<file path="src/rtl/div4_job_sched_if.sv">
// Signal bundle between div4_job_sched, its operand producer, the divider and the result consumer.
// The slave modport is the scheduler's view; master is the surrounding environment's view.
interface div4_job_sched_if #(
    parameter int W = 4
);
    logic         in_valid;
    logic         in_ready;
    logic [W-1:0] in_a;
    logic [W-1:0] in_b;

    logic         div_start;
    logic [W-1:0] div_a;
    logic [W-1:0] div_b;
    logic         div_done;
    logic [W-1:0] div_q;
    logic [W-1:0] div_r;

    logic         out_valid;
    logic         out_ready;
    logic [W-1:0] out_q;
    logic [W-1:0] out_r;
    logic         out_err;

    modport slave (
        input  in_valid, in_a, in_b, div_done, div_q, div_r, out_ready,
        output in_ready, div_start, div_a, div_b, out_valid, out_q, out_r, out_err
    );

    modport master (
        output in_valid, in_a, in_b, div_done, div_q, div_r, out_ready,
        input  in_ready, div_start, div_a, div_b, out_valid, out_q, out_r, out_err
    );
endinterface

</file>
<file path="src/rtl/div4_job_sched.sv">
// Job scheduler in front of divide4bit: FIFO of operand pairs, one divide in flight, valid/ready result.
// Build option DIV_ZERO_BYPASS_EN answers b==0 jobs locally without starting the divider.
module div4_job_sched #(
    parameter int W       = 4,
    parameter int DEPTH   = 4,
    parameter int TIMEOUT = 32
) (
    input  logic             clk,
    input  logic             rst,
    div4_job_sched_if.slave  bus
);
    localparam int AW = $clog2(DEPTH);
    localparam int CW = $clog2(TIMEOUT);

    typedef enum logic [1:0] {IDLE, ISSUE, WAIT, HOLD} state_t;

    typedef struct packed {
        logic [W-1:0] a;
        logic [W-1:0] b;
    } job_t;

    state_t        state, state_next;
    job_t          mem [DEPTH];
    job_t          head;
    logic [AW-1:0] wr_ptr, rd_ptr;
    logic [AW:0]   count;
    logic          full, empty, push, pop;
    logic          load, cap_done, cap_timeout, bypass, accept;
    logic [CW-1:0] cnt;

    assign full         = (count == (AW+1)'(DEPTH));
    assign empty        = (count == '0);
    assign head         = mem[rd_ptr];
    assign push         = bus.in_valid && !full;
    assign bus.in_ready = !full;

    always_ff @(posedge clk) begin
        // NOTE: sequential state uses non-blocking assignments so every register samples pre-edge values.
        if (rst) begin
            wr_ptr <= '0;
            rd_ptr <= '0;
            count  <= '0;
        end else begin
            if (push) wr_ptr <= wr_ptr + AW'(1);
            if (pop)  rd_ptr <= rd_ptr + AW'(1);
            case ({push, pop})
                2'b10:   count <= count + (AW+1)'(1);
                2'b01:   count <= count - (AW+1)'(1);
                default: ;
            endcase
        end
    end

    // NOTE: the job storage has no reset; count and pointers alone decide which entries are live.
    always_ff @(posedge clk) begin
        if (push) mem[wr_ptr] <= '{a: bus.in_a, b: bus.in_b};
    end

    always_ff @(posedge clk) begin
        if (rst) state <= IDLE;
        else     state <= state_next;
    end

    always_comb begin
        // NOTE: every signal written here gets a default first, so no path can infer a latch.
        state_next    = state;
        pop           = 1'b0;
        load          = 1'b0;
        cap_done      = 1'b0;
        cap_timeout   = 1'b0;
        bypass        = 1'b0;
        accept        = 1'b0;
        bus.div_start = 1'b0;
        unique case (state)
            IDLE: begin
                if (!empty) begin
`ifdef DIV_ZERO_BYPASS_EN
                    if (head.b == '0) begin
                        bypass     = 1'b1;
                        pop        = 1'b1;
                        state_next = HOLD;
                    end else
`endif
                    begin
                        load       = 1'b1;
                        state_next = ISSUE;
                    end
                end
            end
            ISSUE: begin
                bus.div_start = 1'b1;
                state_next    = WAIT;
            end
            WAIT: begin
                // A done in the final allowed cycle still wins over the timeout.
                if (bus.div_done) begin
                    cap_done   = 1'b1;
                    pop        = 1'b1;
                    state_next = HOLD;
                end else if (cnt == CW'(TIMEOUT - 1)) begin
                    cap_timeout = 1'b1;
                    pop         = 1'b1;
                    state_next  = HOLD;
                end
            end
            HOLD: begin
                if (bus.out_ready) begin
                    accept     = 1'b1;
                    state_next = IDLE;
                end
            end
            default: state_next = IDLE;
        endcase
    end

    always_ff @(posedge clk) begin
        if (rst) begin
            bus.div_a     <= '0;
            bus.div_b     <= '0;
            bus.out_valid <= 1'b0;
            bus.out_q     <= '0;
            bus.out_r     <= '0;
            bus.out_err   <= 1'b0;
            cnt           <= '0;
        end else begin
            if (load) begin
                bus.div_a <= head.a;
                bus.div_b <= head.b;
            end

            if (state == ISSUE)
                cnt <= '0;
            else if (state == WAIT && !cap_done && !cap_timeout)
                cnt <= cnt + CW'(1);

            if (cap_done) begin
                bus.out_q     <= bus.div_q;
                bus.out_r     <= bus.div_r;
                bus.out_err   <= 1'b0;
                bus.out_valid <= 1'b1;
            end else if (cap_timeout) begin
                bus.out_q     <= '0;
                bus.out_r     <= '0;
                bus.out_err   <= 1'b1;
                bus.out_valid <= 1'b1;
            end else if (bypass) begin
                bus.out_q     <= '1;
                bus.out_r     <= head.a;
                bus.out_err   <= 1'b1;
                bus.out_valid <= 1'b1;
            end else if (accept) begin
                bus.out_valid <= 1'b0;
            end
        end
    end
endmodule

</file>
<file path="src/flat_wrapper.sv">
// flat-port wrapper written by rule: the top's interface ports become plain ports
module div4_job_sched_flat 
#(
    parameter int W       = 4,
    parameter int DEPTH   = 4,
    parameter int TIMEOUT = 32
)
  (clk, rst, bus_in_valid, bus_in_a, bus_in_b, bus_div_done, bus_div_q, bus_div_r, bus_out_ready, bus_in_ready, bus_div_start, bus_div_a, bus_div_b, bus_out_valid, bus_out_q, bus_out_r, bus_out_err);
  div4_job_sched_if #(.W(W)) bus_i ();
  input  logic clk;
  input  logic rst;
  input wire logic [$bits(bus_i.in_valid)-1:0] bus_in_valid;
  input wire logic [$bits(bus_i.in_a)-1:0] bus_in_a;
  input wire logic [$bits(bus_i.in_b)-1:0] bus_in_b;
  input wire logic [$bits(bus_i.div_done)-1:0] bus_div_done;
  input wire logic [$bits(bus_i.div_q)-1:0] bus_div_q;
  input wire logic [$bits(bus_i.div_r)-1:0] bus_div_r;
  input wire logic [$bits(bus_i.out_ready)-1:0] bus_out_ready;
  output wire logic [$bits(bus_i.in_ready)-1:0] bus_in_ready;
  output wire logic [$bits(bus_i.div_start)-1:0] bus_div_start;
  output wire logic [$bits(bus_i.div_a)-1:0] bus_div_a;
  output wire logic [$bits(bus_i.div_b)-1:0] bus_div_b;
  output wire logic [$bits(bus_i.out_valid)-1:0] bus_out_valid;
  output wire logic [$bits(bus_i.out_q)-1:0] bus_out_q;
  output wire logic [$bits(bus_i.out_r)-1:0] bus_out_r;
  output wire logic [$bits(bus_i.out_err)-1:0] bus_out_err;
  assign bus_i.in_valid = bus_in_valid;
  assign bus_i.in_a = bus_in_a;
  assign bus_i.in_b = bus_in_b;
  assign bus_i.div_done = bus_div_done;
  assign bus_i.div_q = bus_div_q;
  assign bus_i.div_r = bus_div_r;
  assign bus_i.out_ready = bus_out_ready;
  assign bus_in_ready = bus_i.in_ready;
  assign bus_div_start = bus_i.div_start;
  assign bus_div_a = bus_i.div_a;
  assign bus_div_b = bus_i.div_b;
  assign bus_out_valid = bus_i.out_valid;
  assign bus_out_q = bus_i.out_q;
  assign bus_out_r = bus_i.out_r;
  assign bus_out_err = bus_i.out_err;
  div4_job_sched #(.W(W), .DEPTH(DEPTH), .TIMEOUT(TIMEOUT)) u_core (.clk(clk), .rst(rst), .bus(bus_i));
endmodule
</file>
<file path="config.mk">
export PLATFORM = sky130hd
export DESIGN_NAME = div4_job_sched_flat
export DESIGN_NICKNAME = d
export VERILOG_FILES = /design/src/rtl/div4_job_sched_if.sv /design/src/rtl/div4_job_sched.sv /design/src/flat_wrapper.sv
export SDC_FILE = /design/constraint.sdc
export NUM_CORES = 1
export LEC_CHECK = 0
export CORE_ASPECT_RATIO = 1.75
export CORE_MARGIN = 2
export CORE_UTILIZATION = 47
export DETAILED_ROUTE_END_ITERATION = 8
export GPL_TIMING_DRIVEN = 0
export PLACE_DENSITY = 0.74
export SLEW_MARGIN = 5
export SYNTH_ARGS = -nofsm -noshare
export SYNTH_HDL_FRONTEND = slang
export SYNTH_SLANG_ARGS = --single-unit
</file>
<file path="constraint.sdc">
create_clock -name clk -period 2.4 [get_ports clk]
set_input_delay 0.24 -clock clk [delete_from_list [all_inputs] [get_ports clk]]
set_output_delay 0.24 -clock clk [all_outputs]
set_load 0.01 [all_outputs]
</file>
=== Yosys cells after proc, flatten, opt, wreduce, memory -nomap -nowiden ===
Memory sizes are Yosys's and may differ from the RTL's. A register that Yosys moved wholly into a read port is not among the register bits.
Index checks and enable logic that the tools add are counted.
W data, S select, Z words.

* Register bits after elaboration: 24
* Bits in writable memories: 32
* Input port bits: 21
* Output and inout port bits: 20
* Word-level logic and storage cells: 65
* Memories: 1

{| class="wikitable"
|+ Memories
! name !! words !! width !! rd ports !! clocked after memory_dff !! wr ports !! line !! source
|-
| u_core.mem || 4 || 8 || 1 || 1 || 1 || div4_job_sched.sv:23 || <nowiki>job_t mem [DEPTH];</nowiki>
|}

* $add $sub $neg: 5
* Eq/ne operators: 10
* Multiplexer cells: 26
* Reduce and logical (&&, ||, !) cells: 14

{| class="wikitable"
|+ Operator list
! operator !! count
|-
| $mux W1 || 17
|-
| $mux W4 || 3
|-
| $mux W2 || 4
|-
| $pmux W2 S4 || 1
|-
| $eq A2 B2 Y1 const B || 3
|-
| $pmux W3 S2 || 1
|-
| $add A5 B1 Y5 const B || 1
|-
| $eq A5 B5 Y1 const B || 1
|-
| $add A2 B1 Y2 const B || 2
|-
| $eq A2 B1 Y1 const B || 2
|-
| $ne A2 B2 Y1 const B || 2
|-
| $reduce_bool A2 Y1 || 2
|-
| $reduce_or A2 Y1 || 2
|-
| $add A3 B1 Y3 const B || 1
|-
| $eq A3 B3 Y1 const B || 1
|-
| $logic_and A1 B1 Y1 || 3
|-
| $logic_not A1 Y1 || 3
|-
| $logic_not A3 Y1 || 1
|-
| $ne A3 B2 Y1 const B || 1
|-
| $reduce_and A3 Y1 || 1
|-
| $reduce_bool A3 Y1 || 1
|-
| $sub A3 B1 Y3 const B || 1
|-
| $logic_not A2 Y1 || 1
|}

=== Logic depth before layout (Yosys ltp) ===
Gate-level depths: netlist of run 1.

* Depth in word-level cells: 6
* Mapped depth: 12
* Gate-level depth less buffers: 11

=== Worst setup path before layout of run 1 ===
OpenSTA, ideal clock, no wires.

* Kind: register -> register
* Start: reg u_core.cnt[0]
* End: reg u_core.count[2]
* Arrival: 2.483 ns
* Required time: 2.330 ns
* Setup slack: -0.153 ns
* Cell stages (with the launch flop): 13
* Cell sequence: dfxtp_1 ha_1 and3_1 ha_1 o21ai_0 clkbuf_1 inv_1 ha_1 inv_1 fa_1 xor2_1 or3_1 a21oi_1

* Longest elaborated chain between the ends: 6
* Elaborated cells on any way between the ends: 8
* Those cells by class: 3 x eq/ne; 4 x mux; 1 x reduce/logical

{| class="wikitable"
|+ Ends and longest elaborated chain
! element !! line !! source
|-
| from (decl) || div4_job_sched.sv:29 || <nowiki>logic [CW-1:0] cnt;</nowiki>
|-
| from (signal assigned) || div4_job_sched.sv:134 || <nowiki>cnt <= cnt + CW'(1);</nowiki>
|-
| $eq A5 B5 Y1 * || div4_job_sched.sv:100 || <nowiki>end else if (cnt == CW'(TIMEOUT - 1)) begin</nowiki>
|-
| $mux W1 * || div4_job_sched.sv:100 ||
|-
| $mux W1 * || div4_job_sched.sv:96 || <nowiki>if (bus.div_done) begin</nowiki>
|-
| $mux W1 * || div4_job_sched.sv:74 || <nowiki>unique case (state)</nowiki>
|-
| net u_core.pop || div4_job_sched.sv:27 || <nowiki>logic full, empty, push, pop;</nowiki>
|-
| $eq A2 B1 Y1 / $eq A2 B2 Y1 (equally long branches) || div4_job_sched.sv:46 || <nowiki>case ({push, pop})</nowiki>
|-
| $pmux W3 S2 / $reduce_bool A2 Y1 (equally long branches) || - ||
|-
| to (signal assigned) || div4_job_sched.sv:47 || <nowiki>2'b10: count <= count + (AW+1)'(1);</nowiki>
|-
| to (signal assigned) || div4_job_sched.sv:48 || <nowiki>2'b01: count <= count - (AW+1)'(1);</nowiki>
|-
| to (decl) || div4_job_sched.sv:26 || <nowiki>logic [AW:0] count;</nowiki>
|}

The timed path passes the listed nets; every way through them passes the cells marked *.
A chain may end at the register's enable or synchronous reset.

=== Final worst setup path of run 1 ===
* Start: reg u_core.count[2]
* End: reg u_core.count[2]

* Longest elaborated chain between the ends: 5
* Elaborated cells on any way between the ends: 9
* Those cells by class: 2 x add/sub; 3 x eq/ne; 1 x mux; 3 x reduce/logical

{| class="wikitable"
|+ Ends and longest elaborated chain
! element !! line !! source
|-
| $eq A3 B3 Y1 || div4_job_sched.sv:31 || <nowiki>assign full = (count == (AW+1)'(DEPTH));</nowiki>
|-
| $logic_not A1 Y1 || div4_job_sched.sv:34 || <nowiki>assign push = bus.in_valid && !full;</nowiki>
|-
| $logic_and A1 B1 Y1 || div4_job_sched.sv:34 ||
|-
| $eq A2 B1 Y1 / $eq A2 B2 Y1 (equally long branches) || div4_job_sched.sv:46 ||
|-
| $pmux W3 S2 / $reduce_bool A2 Y1 (equally long branches) || - ||
|}

Parallel ways exist; a longest one is shown, timed or not.

==> summary.txt, run 1 <==
Global routing
  – Initial antenna violation count: 0
  – Total GRT Usage: 17.1%
  – Largest net degree at the start of global routing: 12
  – Met1 usage: between 15 and 20%
  – Grt ovf: 0
  – Most used routing layer: met2
  – Met3 GRT Util: approximately 6.3%
  – First-pass GRT wire length: roughly 7.5 mm
  – Vias in the first global route: ~1700
  – Met2 Resource Use GR: between 30% and 40%

Layout
  – Area Growth Syn to Fin: 29.2%
  – Multi-input gate area: 943 um2
  – Register area: about 1600 um2
  – Fin nets: around 280
  – FILL cells: between 400 and 500
  – # diodes: 0
  – Ratio of cells with drive above 1 in the final layout: approximately 17%
  – Cell Count, Final, Fillers Out: 302
  – Post-route design area: about 3300 um2

Synth
  – Mapped Cells: 188
  – Sequential share of the synthesized area: 62.4%
  – Post-synthesis compound-gate area fraction: a little over 9%
  – Netlist cell types: 37
  – Synth warn: 0
  – Mean Syn Cell Area: about 14 um2
  – Synth Area in Simple Gates: a little under a tenth
  – Main synth FF type: edfxtp_1
  – Leading area contributor after synthesis: edfxtp_1
  – Top cells by count, synth: 32 x dfxtp_1, 32 x edfxtp_1, 18 x nor2_1
  – Largest family of logic cells by synthesized area: simple AND/OR/NAND/NOR gates
  – Dominant cells by area after synthesis: edfxtp_1 37%, dfxtp_1 25%, mux4_2 7.0%
  – Syn Nets: 222
  – Ys async rst share: 0%
  – Adder-cell share of the synthesized area: about 6.6%
  – Seq cells post-synth: between 60 and 70
  – Share of the synthesized area in the top cell type: a little under two fifths
  – Mux share of post-synthesis cell area: ~7.8%
  – XOR/XNOR Fraction of Synth Area: between 2 and 2.5%
  – Number of synthesized flops with an enable pin: 32
  – Syn Std Cell Area: around 2600 um2

Place
  – DP Worst Slack: -0.158 ns
  – Final GP Congestion: a little under 0.8
  – DP HPWL: about 3.1 mm
  – Dpl cell area: ~3000 um2
  – Cell Count Post-Placement: 282
  – Port Buffers: 39

CTS
  – Hold Buf Count CTS: 0
  – Clock Tree Root: clkbuf_8
  – CTS HTree Levels: 3
  – CTS Buffer Depth: 2
  – CTS tree: built
  – Number of clock sinks: 64
  – Total CTS buffers: 9
  – Clk Latency, worst-skew pair: about 0.33 ns
  – Worst-path clk slew: ~0.06 ns

Critical path
  – CP max FO: 10
  – Slowest cell on crit path: dfxtp_1
  – Critical path arrival: approximately 2.5 ns
  – Startpoint types: flip-flop
  – Delay-heaviest family, CP: simple AND/OR/NAND/NOR gates
  – Worst Setup End Kind: flip-flop
  – CP required: approximately 2.7 ns
  – Kind of critical path: flip-flop to flip-flop
  – Buf+Inv Stages, Crit Path: 2
  – Max stage delay on crit path: a little under 0.4 ns
  – Worst path cell trace: or3b_1 -> buf_2 -> nand2_1 -> ha_2 -> inv_1 -> fa_2 -> xor2_2 -> or3_1 -> a21oi_1

STA
  – FMAX: approximately 0.44 GHz
  – Period minus WS final: about 2.3 ns
  – Final Cycle Share: between 90% and 100%
  – Max-slew headroom: approximately 58%
  – Worst-margin pin slew: roughly 0.63 ns
  – Fin worst setup slack: roughly 0.11 ns
  – Setup violations, final: 0
  – Slew Viols, Final: 0
  – Clock Skew: approximately 0.0084 ns
  – Final Hold Viols: 0

Power and ir drop
  – Worst VDD drop: 0.000602 V
  – Leak Pwr: ~1.2 nW
  – Pwr Density: around 910 nW/um2

Routing
  – Wire per inst: roughly 15 um
  – Post-Route WL: ~4.5 mm
  – Residual DRC count: 0
  – Final antenna-violating net count: 0
  – Initial DRT Pass Iterations: 4
  – Iter 0 DRT Violations: 38
  – Vias: roughly 1600
  – Via density per instance: 5.34

Floorplanning
  – Num rows: 35
  – I/O pin count: around 40
  – Core ar.: roughly 5300 um2
  – Chip width: ~60 um
  – Initial Utilization: between 40% and 50%
  – Die Height: around 100 um
  – Full die area: between 6000 and 7000 um2

Min path
  – Hold Crit Class: input port to flip-flop

Job
  – Max-Cap Viols: 0

Run status
  – Status: finished, final reports clean
==> final cells by class <==
type / instances / area share (%)
Sequential cell: 64 / 48.4
Multi-Input combinational cell: 106 / 28.5
Timing Repair Buffer: 44 / 12.9
Clock buffer: 12 / 4.08
Clock inverter: 4 / 2.11
Tap cell: 55 / 2.08
Inverter: 9 / 1.02
Buffer: 8 / 0.981
==> kinds of logic after synthesis <==
group,after synthesis
flops,64
simple gates,44
compound gates,33
buf+inv,18
fa+ha+maj,13
mux,10
xor+xnor,6
==> through the flow <==
step                      TNS (ns)  util, %  hold slack [ns]  power (mW)
after floorplan                  0        -            0.339        1.78
after global placement      -0.157     58.0            0.447        2.02
after detailed placement    -0.158     58.0            0.453        2.04
after CTS                        0     62.8            0.265        3.04
after global routing      -0.00514     63.1            0.326        3.18
final                            0     63.1            0.285        3.01
==> cells in the final DEF (no fill, tap or decap), types with 2 or more instances in the layout <==
master and n:
or3_1 3, clkbuf_8 9, xor2_1 3, clkdlybuf4s50_1 39, a22o_1 8, buf_1 2, clkbuf_1 7, dfxtp_2 2
clkinv_2 2, inv_1 9, xnor2_1 2, ha_1 8, nor2_1 18, ha_2 2, nand2_1 4, buf_2 2
mux2i_1 2, mux4_2 8, a21oi_1 7, dfxtp_1 30, and3_1 4, nand3_1 3, o21ai_0 2, edfxtp_1 32
ha_4 2, or3b_1 2, a21o_1 2, bufinv_16 2, a22oi_1 8, buf_4 5
==> layer usage <==
metal / up-vias / part of all wire, %
li1: 801 / -
met1: 774 / 38
met2: 35 / 57
met3: 2 / 3.8
met4: 0 / 0.85
met5: - / 0
==> worst reg2reg max path, stage by stage, from the launching register on <==
cell,delay [ns]
dfxtp_1,0.39
or3b_1,0.36
buf_2,0.18
nand2_1,0.08
ha_2,0.17
inv_1,0.05
fa_2,0.34
xor2_2,0.15
or3_1,0.36
a21oi_1,0.14
==> path summary, 6_finish.rpt <==
check                                 endpoint  slack (ns)  cells after the start                         startpoint
max               u_core.count[2]$_SDFFE_PP0P_        0.11                      9       u_core.count[2]$_SDFFE_PP0P_
min              u_core.wr_ptr[1]$_SDFFE_PP0P_        0.29                      3                       bus_in_valid
max reg2reg       u_core.count[2]$_SDFFE_PP0P_        0.11                      9       u_core.count[2]$_SDFFE_PP0P_
min reg2reg  u_core.bus.out_valid$_SDFFE_PP0P_        0.46                      2  u_core.bus.out_valid$_SDFFE_PP0P_
==> timing repair <==
action                                  4_1_cts  5_1_grt
hold endpoints to repair                      0        0
gates resized for setup                       6        3
pin swaps                                     1        3
buffers inserted                              4        1
endpoints found under the setup margin        1        1
==> flip-flops by register name, summed over array words and instances, names as in the netlist <==
register and count:
u_core.bus.div_a 4, u_core.bus.out_r 4, u_core.bus.div_b 4, u_core.wr_ptr 2, u_core.count 3, u_core.bus.out_valid 1, u_core.mem 32, u_core.bus.out_q 4
u_core.rd_ptr 2, u_core.cnt 5, u_core.state 2, u_core.bus.out_err 1
==> power by group <==
group / total (mW) / internal [mW] / switching, mW
Sequential: 1.34 / 1.27 / 0.0682
Combinational: 0.697 / 0.362 / 0.336
Clock: 0.967 / 0.583 / 0.384
Total: 3.01 / 2.22 / 0.788
Note: power is estimated with default switching activity, not from simulation.
==> run 2, diff against run 1 <==
--- a/config.mk
+++ b/config.mk
@@ -9,6 +9,7 @@
 export CORE_MARGIN = 2
 export CORE_UTILIZATION = 47
 export DETAILED_ROUTE_END_ITERATION = 8
+export GPL_ROUTABILITY_DRIVEN = 1
 export GPL_TIMING_DRIVEN = 0
 export PLACE_DENSITY = 0.74
 export SLEW_MARGIN = 5
==> results of run 2 <==
Final layout, timing and power as in run 1 (identical DEF).
